===== src/rtl/a2wb_cmd_arb.sv =====
// Round-robin arbiter: NREQ single-outstanding commands onto one classic Wishbone bus with timeout.
// Latency: grant->wb_cyc 1 cycle, wb_ack->req_ack 1 cycle; requesters hold req_valid until req_ack.
module a2wb_cmd_arb #(
    parameter int NREQ    = 4,
    parameter int TMO_CYC = 255
) (
    input  logic                 clk,
    input  logic                 rst,
    input  logic [NREQ-1:0]      req_valid,
    input  logic [NREQ-1:0]      req_we,
    input  logic [4*NREQ-1:0]    req_sel,
    input  logic [32*NREQ-1:0]   req_adr,
    input  logic [32*NREQ-1:0]   req_datw,
    input  logic [8*NREQ-1:0]    req_ext,
    output logic [NREQ-1:0]      req_ack,
    output logic [NREQ-1:0]      req_err,
    output logic [31:0]          rsp_datr,
    output logic                 wb_cyc,
    output logic                 wb_stb,
    output logic                 wb_we,
    output logic [3:0]           wb_sel,
    output logic [31:0]          wb_adr,
    output logic [31:0]          wb_datw,
    output logic [7:0]           wb_ext,
    input  logic                 wb_ack,
    input  logic                 wb_err,
    input  logic [31:0]          wb_datr,
    output logic [1:0]           gnt_id
);

    typedef enum logic [1:0] {IDLE, BUS, RSP} state_t;

    state_t      state;
    logic [1:0]  rr_ptr;
    logic [7:0]  tmo_cnt;

    logic        found;
    logic [1:0]  winner;
    logic [1:0]  rr_next;

    logic        bus_done;
    logic        bus_fail;
    logic [31:0] bus_dat;
    logic [NREQ-1:0] gnt_vec;

    // Search starts at rr_ptr so the least-recently-granted requester wins.
    always_comb begin
        found  = 1'b0;
        winner = 2'd0;
        for (int i = 0; i < NREQ; i++) begin
            if (!found && req_valid[(int'(rr_ptr) + i) % NREQ]) begin
                found  = 1'b1;
                winner = 2'((int'(rr_ptr) + i) % NREQ);
            end
        end
    end

    assign rr_next = (winner == 2'(NREQ - 1)) ? 2'd0 : winner + 2'd1;
    assign gnt_vec = NREQ'(1) << gnt_id;
    assign wb_stb  = wb_cyc;

    // Termination priority: ack, then slave error, then timeout.
    always_comb begin
        bus_done = 1'b0;
        bus_fail = 1'b0;
        bus_dat  = 32'h0;
        if (wb_ack) begin
            bus_done = 1'b1;
            bus_dat  = wb_datr;
        end else if (wb_err) begin
            bus_done = 1'b1;
            bus_fail = 1'b1;
        end else if (tmo_cnt == 8'(TMO_CYC - 1)) begin
            bus_done = 1'b1;
            bus_fail = 1'b1;
            bus_dat  = 32'hFFFF_FFFF;
        end
    end

    always_ff @(posedge clk or posedge rst) begin
        if (rst) begin
            state    <= IDLE;
            rr_ptr   <= 2'd0;
            tmo_cnt  <= 8'd0;
            gnt_id   <= 2'd0;
            wb_cyc   <= 1'b0;
            wb_we    <= 1'b0;
            wb_sel   <= 4'h0;
            wb_adr   <= 32'h0;
            wb_datw  <= 32'h0;
            wb_ext   <= 8'h0;
            req_ack  <= '0;
            req_err  <= '0;
            rsp_datr <= 32'h0;
        end else begin
            case (state)
                IDLE: begin
                    if (found) begin
                        wb_we   <= req_we[winner];
                        wb_sel  <= req_sel[int'(winner)*4 +: 4];
                        wb_adr  <= req_adr[int'(winner)*32 +: 32];
                        wb_datw <= req_datw[int'(winner)*32 +: 32];
                        wb_ext  <= req_ext[int'(winner)*8 +: 8];
                        gnt_id  <= winner;
                        rr_ptr  <= rr_next;
                        wb_cyc  <= 1'b1;
                        state   <= BUS;
                    end
                end
                BUS: begin
                    tmo_cnt <= tmo_cnt + 8'd1;
                    if (bus_done) begin
                        wb_cyc   <= 1'b0;
                        req_ack  <= gnt_vec;
                        req_err  <= bus_fail ? gnt_vec : '0;
                        rsp_datr <= bus_dat;
                        state    <= RSP;
                    end
                end
                RSP: begin
                    req_ack  <= '0;
                    req_err  <= '0;
                    rsp_datr <= 32'h0;
                    tmo_cnt  <= 8'd0;
                    state    <= IDLE;
                end
                default: state <= IDLE;
            endcase
        end
    end

endmodule


===== config.mk =====
export PLATFORM = sky130hd
export DESIGN_NAME = a2wb_cmd_arb
export DESIGN_NICKNAME = d
export VERILOG_FILES = /design/src/rtl/a2wb_cmd_arb.sv
export SDC_FILE = /design/constraint.sdc
export NUM_CORES = 1
export LEC_CHECK = 0
export ABC_CLOCK_PERIOD_IN_PS = 6100
export BUFFER_PORTS_ARGS = -buffer_cell sky130_fd_sc_hd__buf_2
export CAP_MARGIN = 10
export CORE_AREA = 2 2 182 184
export CTS_BUF_LIST = sky130_fd_sc_hd__clkbuf_4
export CTS_CLUSTER_DIAMETER = 120
export DETAILED_ROUTE_END_ITERATION = 8
export DIE_AREA = 0 0 184 186
export HOLD_SLACK_MARGIN = 0.06
export PLACE_DENSITY = 0.51
export SETUP_SLACK_MARGIN = 0.02
export SYNTH_ARGS = -nofsm -noshare
export SYNTH_HDL_FRONTEND = slang
export SYNTH_SLANG_ARGS = --single-unit

===== constraint.sdc =====
create_clock -name clk -period 6.1 [get_ports clk]
set_clock_uncertainty 0.15 [all_clocks]
set_input_delay 0.915 -clock clk [delete_from_list [all_inputs] [get_ports clk]]
set_output_delay 0.915 -clock clk [all_outputs]
set_load 0.02 [all_outputs]

==> metrics.json <==
{
  "outcome": {"value": "complete, no violations"},
  "avgRoutedWirePerCell": {"value": 18.3, "unit": "um"},
  "combPwrFrac": {"value": 56.5, "unit": "%"},
  "period_needed": {"value": 3320, "unit": "ps"},
  "leakage_power_summed_over_all_cells": {"value": 0.00510, "unit": "uW"},
  "timing.critical_path.from": {"value": "state[0]$_DFFE_PP0P_"},
  "count_of_port_buffers_added_during_placement": {"value": 468},
  "grt-ovfl-total": {"value": 0},
  "yosysWarnings": {"value": 0},
  "cts_tree": {"value": "done"},
  "dpl.hpwl": {"value": 21600, "unit": "um"},
  "finalCoreUtilization": {"value": 31.9, "unit": "%"},
  "die_width": {"value": 184, "unit": "um"},
  "groute.layer.met1.usage": {"value": 21.3, "unit": "%"},
  "clock_path_buffers": {"value": 2},
  "vias_in_the_first_global_route": {"value": 7455},
  "end_kind": {"value": "flip-flop"},
  "synthTopCellsByArea": {"value": "dfrtp_1, mux2i_1, nand2_1"},
  "final_net_count": {"value": 1569},
  "intPower": {"value": 2580, "unit": "uW"},
  "drv_slew": {"value": 0},
  "relSlewSlack": {"value": 22.6, "unit": "%"},
  "setup_violations": {"value": 0},
  "crit-reg2reg-capture": {"value": "wb_adr[0]$_DFFE_PP0P_"},
  "antenna_violations_before_repair": {"value": 2},
  "postCtsSetupBuffers": {"value": 0},
  "detailed_place.area": {"value": 9970, "unit": "um2"},
  "crit_required": {"value": 6380, "unit": "ps"},
  "critical_path.endpoint": {"value": "wb_adr[0]$_DFFE_PP0P_"},
  "io-pin-count": {"value": 469},
  "critical_path_peak_fanout": {"value": 77},
  "total_power": {"value": 5070, "unit": "uW"},
  "vias": {"value": 7732},
  "synthDominantAreaCellType": {"value": "dfrtp_1"},
  "clkSlewWorstSetupHoldPaths": {"value": 140, "unit": "ps"},
  "tot_gr_track_use": {"value": 16.8, "unit": "%"},
  "power_per_cell_area": {"value": 494, "unit": "nW/um2"},
  "library_cell_with_the_highest_instance_count_after_synthesis": {"value": "nand2_1"},
  "timing.final.crit_share": {"value": 54.5, "unit": "%"},
  "fp.dieArea": {"value": 34200, "unit": "um2"},
  "root_buffer_cell": {"value": "clkbuf_4"},
  "p_clk_share": {"value": 13.3, "unit": "%"},
  "p_seq_share": {"value": 30.2, "unit": "%"},
  "clock_sink_count": {"value": 132},
  "worstMarginPinSlew": {"value": 1160, "unit": "ps"},
  "syn_nets": {"value": 1141},
  "clk-insertion-delay-late": {"value": 590, "unit": "ps"},
  "post_cts_resized": {"value": 0},
  "r2r_setup_slack": {"value": 2780, "unit": "ps"},
  "synth_sequential_area_ratio": {"value": 44.2, "unit": "%"},
  "grt_util_met3": {"value": 5.30, "unit": "%"},
  "setup.worst_path.start_class": {"value": "flip-flop"},
  "drive_gt1_share": {"value": 42.4, "unit": "%"},
  "fin_area": {"value": 10300, "unit": "um2"},
  "post_synth_inst_count": {"value": 787},
  "floorplan.die.height": {"value": 186, "unit": "um"},
  "rsz0062_at_grt": {"value": "no"},
  "grt_most_used_layer": {"value": "met2"},
  "postSynthRegisterBits": {"value": 132},
  "power_switching_share": {"value": 49.2, "unit": "%"},
  "place_congestion": {"value": 0.783},
  "worst-endpoint-arrival": {"value": 3600, "unit": "ps"},
  "holdCritPathClass": {"value": "primary input to asynchronous set/reset pin"},
  "synth-edff-count": {"value": 0},
  "remaining_drc_errors": {"value": 0},
  "antenna_left": {"value": 0},
  "final_routed_wirelength_across_all_metal_layers": {"value": 29900, "unit": "um"},
  "power_switching": {"value": 2490, "unit": "uW"},
  "postCtsHoldBufs": {"value": 0},
  "number_of_search_and_repair_iterations_in_the_first_detailed_routing_pass": {"value": 4},
  "timing_hold_violations_final": {"value": 0},
  "cts_made_buffers": {"value": 17},
  "timing.max_cap.violations": {"value": 0},
  "synthTopCellsByCount": {"value": "nand2_1, dfrtp_1, mux2i_1"},
  "cts_htree_levels": {"value": 4},
  "starting_utilization_of_the_core_area": {"value": 23.2, "unit": "%"},
  "globalRouteMet2Util": {"value": 28.2, "unit": "%"},
  "netlist-cell-type-count": {"value": 48},
  "ff2ff_path_depth": {"value": 6},
  "synth.top_cell.area_share": {"value": 44.2, "unit": "%"},
  "postSynth.topFlopCell": {"value": "dfrtp_1"},
  "core-area": {"value": 32200, "unit": "um2"},
  "grt_start_max_net_pins": {"value": 87},
  "drt_iter0_drc": {"value": 344},
  "max_freq": {"value": 0.301, "unit": "GHz"},
  "async_flop_share": {"value": 100, "unit": "%"},
  "synthesis.area": {"value": 7470, "unit": "um2"},
  "worstReg2RegStart": {"value": "state[0]$_DFFE_PP0P_"},
  "ir_worst_vdd": {"value": 0.246, "unit": "mV"},
  "mean_instance_size_in_the_synthesized_netlist": {"value": 9.49, "unit": "um2"},
  "area_delta_synth_final": {"value": 37.7, "unit": "%"},
  "worst-setup-path-type": {"value": "flip-flop to flip-flop"},
  "num_rows": {"value": 66},
  "first_pass_grt_wire_length": {"value": 43900, "unit": "um"},
  "routed_via_density": {"value": 4.73},
  "setup_total_negative_slack": {"value": 0, "unit": "ps"}
}
[registers in the layout (all words and copies together), names as in the netlist]
register  count
rsp_datr     32
wb_adr       32
wb_datw      32
tmo_cnt       8
wb_ext        8
req_ack       4
req_err       4
wb_sel        4
gnt_id        2
rr_ptr        2
state         2
wb_cyc        1
wb_we         1
[power groups by stage]
stage | Clock (uW) | Sequential (uW) | Combinational [uW]
3_3_place_gp | 0 | 1540 | 2880
6_report | 673 | 1530 | 2870
4_1_cts | 699 | 1530 | 2910
3_5_place_dp | 0 | 1540 | 2910
5_1_grt | 744 | 1590 | 3140
2_1_floorplan | 0 | 1960 | 1610
[layout make-up]
type                    count  area [um2]
well taps                 408         510
fillers                  3489       21900
diodes                      1        2.50
flip-flops and latches    132        3300
inverters                  12        50.0
multi-input cells         574        3690
clock inverters            14         179
repair buffers            478        2420
clock buffers              17         128
[layout by cell type, fill, tap and decap left out, drive strengths merged, types with 12 or more instances in the layout]
cell,count
clkbuf,17
dfrtp,132
o21ai,12
buf,478
mux2i,80
o31ai,32
o2bb2ai,77
nand2,202
nor2,37
a31oi,77
inv,14
[metrics by stage]
step	hold slack, ps	std cells	setup slack [ps]
after global placement	303	1604	2470
after detailed placement	314	1604	2420
after global routing	284	1636	2510
final	286	1636	2780
after CTS	276	1635	2740
after floorplan	350	787	1510
[how the worst min path moves through the flow]
stage,to,depth (start not counted)
after floorplan,tmo_cnt[2]$_DFFE_PP0P_,2
after global placement,req_ack[1]$_DFFE_PP0P_,2
after detailed placement,req_ack[1]$_DFFE_PP0P_,2
after CTS,wb_datw[19]$_DFFE_PP0P_,2
after global routing,wb_datw[14]$_DFFE_PP0P_,2
final,wb_datw[8]$_DFFE_PP0P_,2
[per-layer routing]
layer / vias to the layer above / share of wire [%]
met5: - / 0.043
met4: 2 / 0.68
met3: 17 / 7.7
met2: 301 / 48
met1: 3705 / 43
li1: 3707 / -
[worst max-delay path: stages, from the launching register on]
cell and delay, ps:
dfrtp_1 430, inv_1 100, ha_1 280, nor2b_4 950, o21a_4 940, o2bb2ai_1 200, a31oi_1 60
[cell families (layout without fill, tap and decap cells)]
kind of cell | after synthesis | in the layout | share of synthesized area [%]
and+or+nand+nor | 256 | 256 | 13.7
DFF | 132 | 132 | 44.2
muxes | 81 | 81 | 10.9
xor gates and xnor gates | 3 | 3 | 0.352
other | 0 | 1 | 0
AOI/OAI and AO/OA | 228 | 228 | 22.8
buffers and inverters | 81 | 521 | 7.09
adders and majority gates | 6 | 6 | 1.00
No activity file was read; power rests on OpenSTA's default activity.
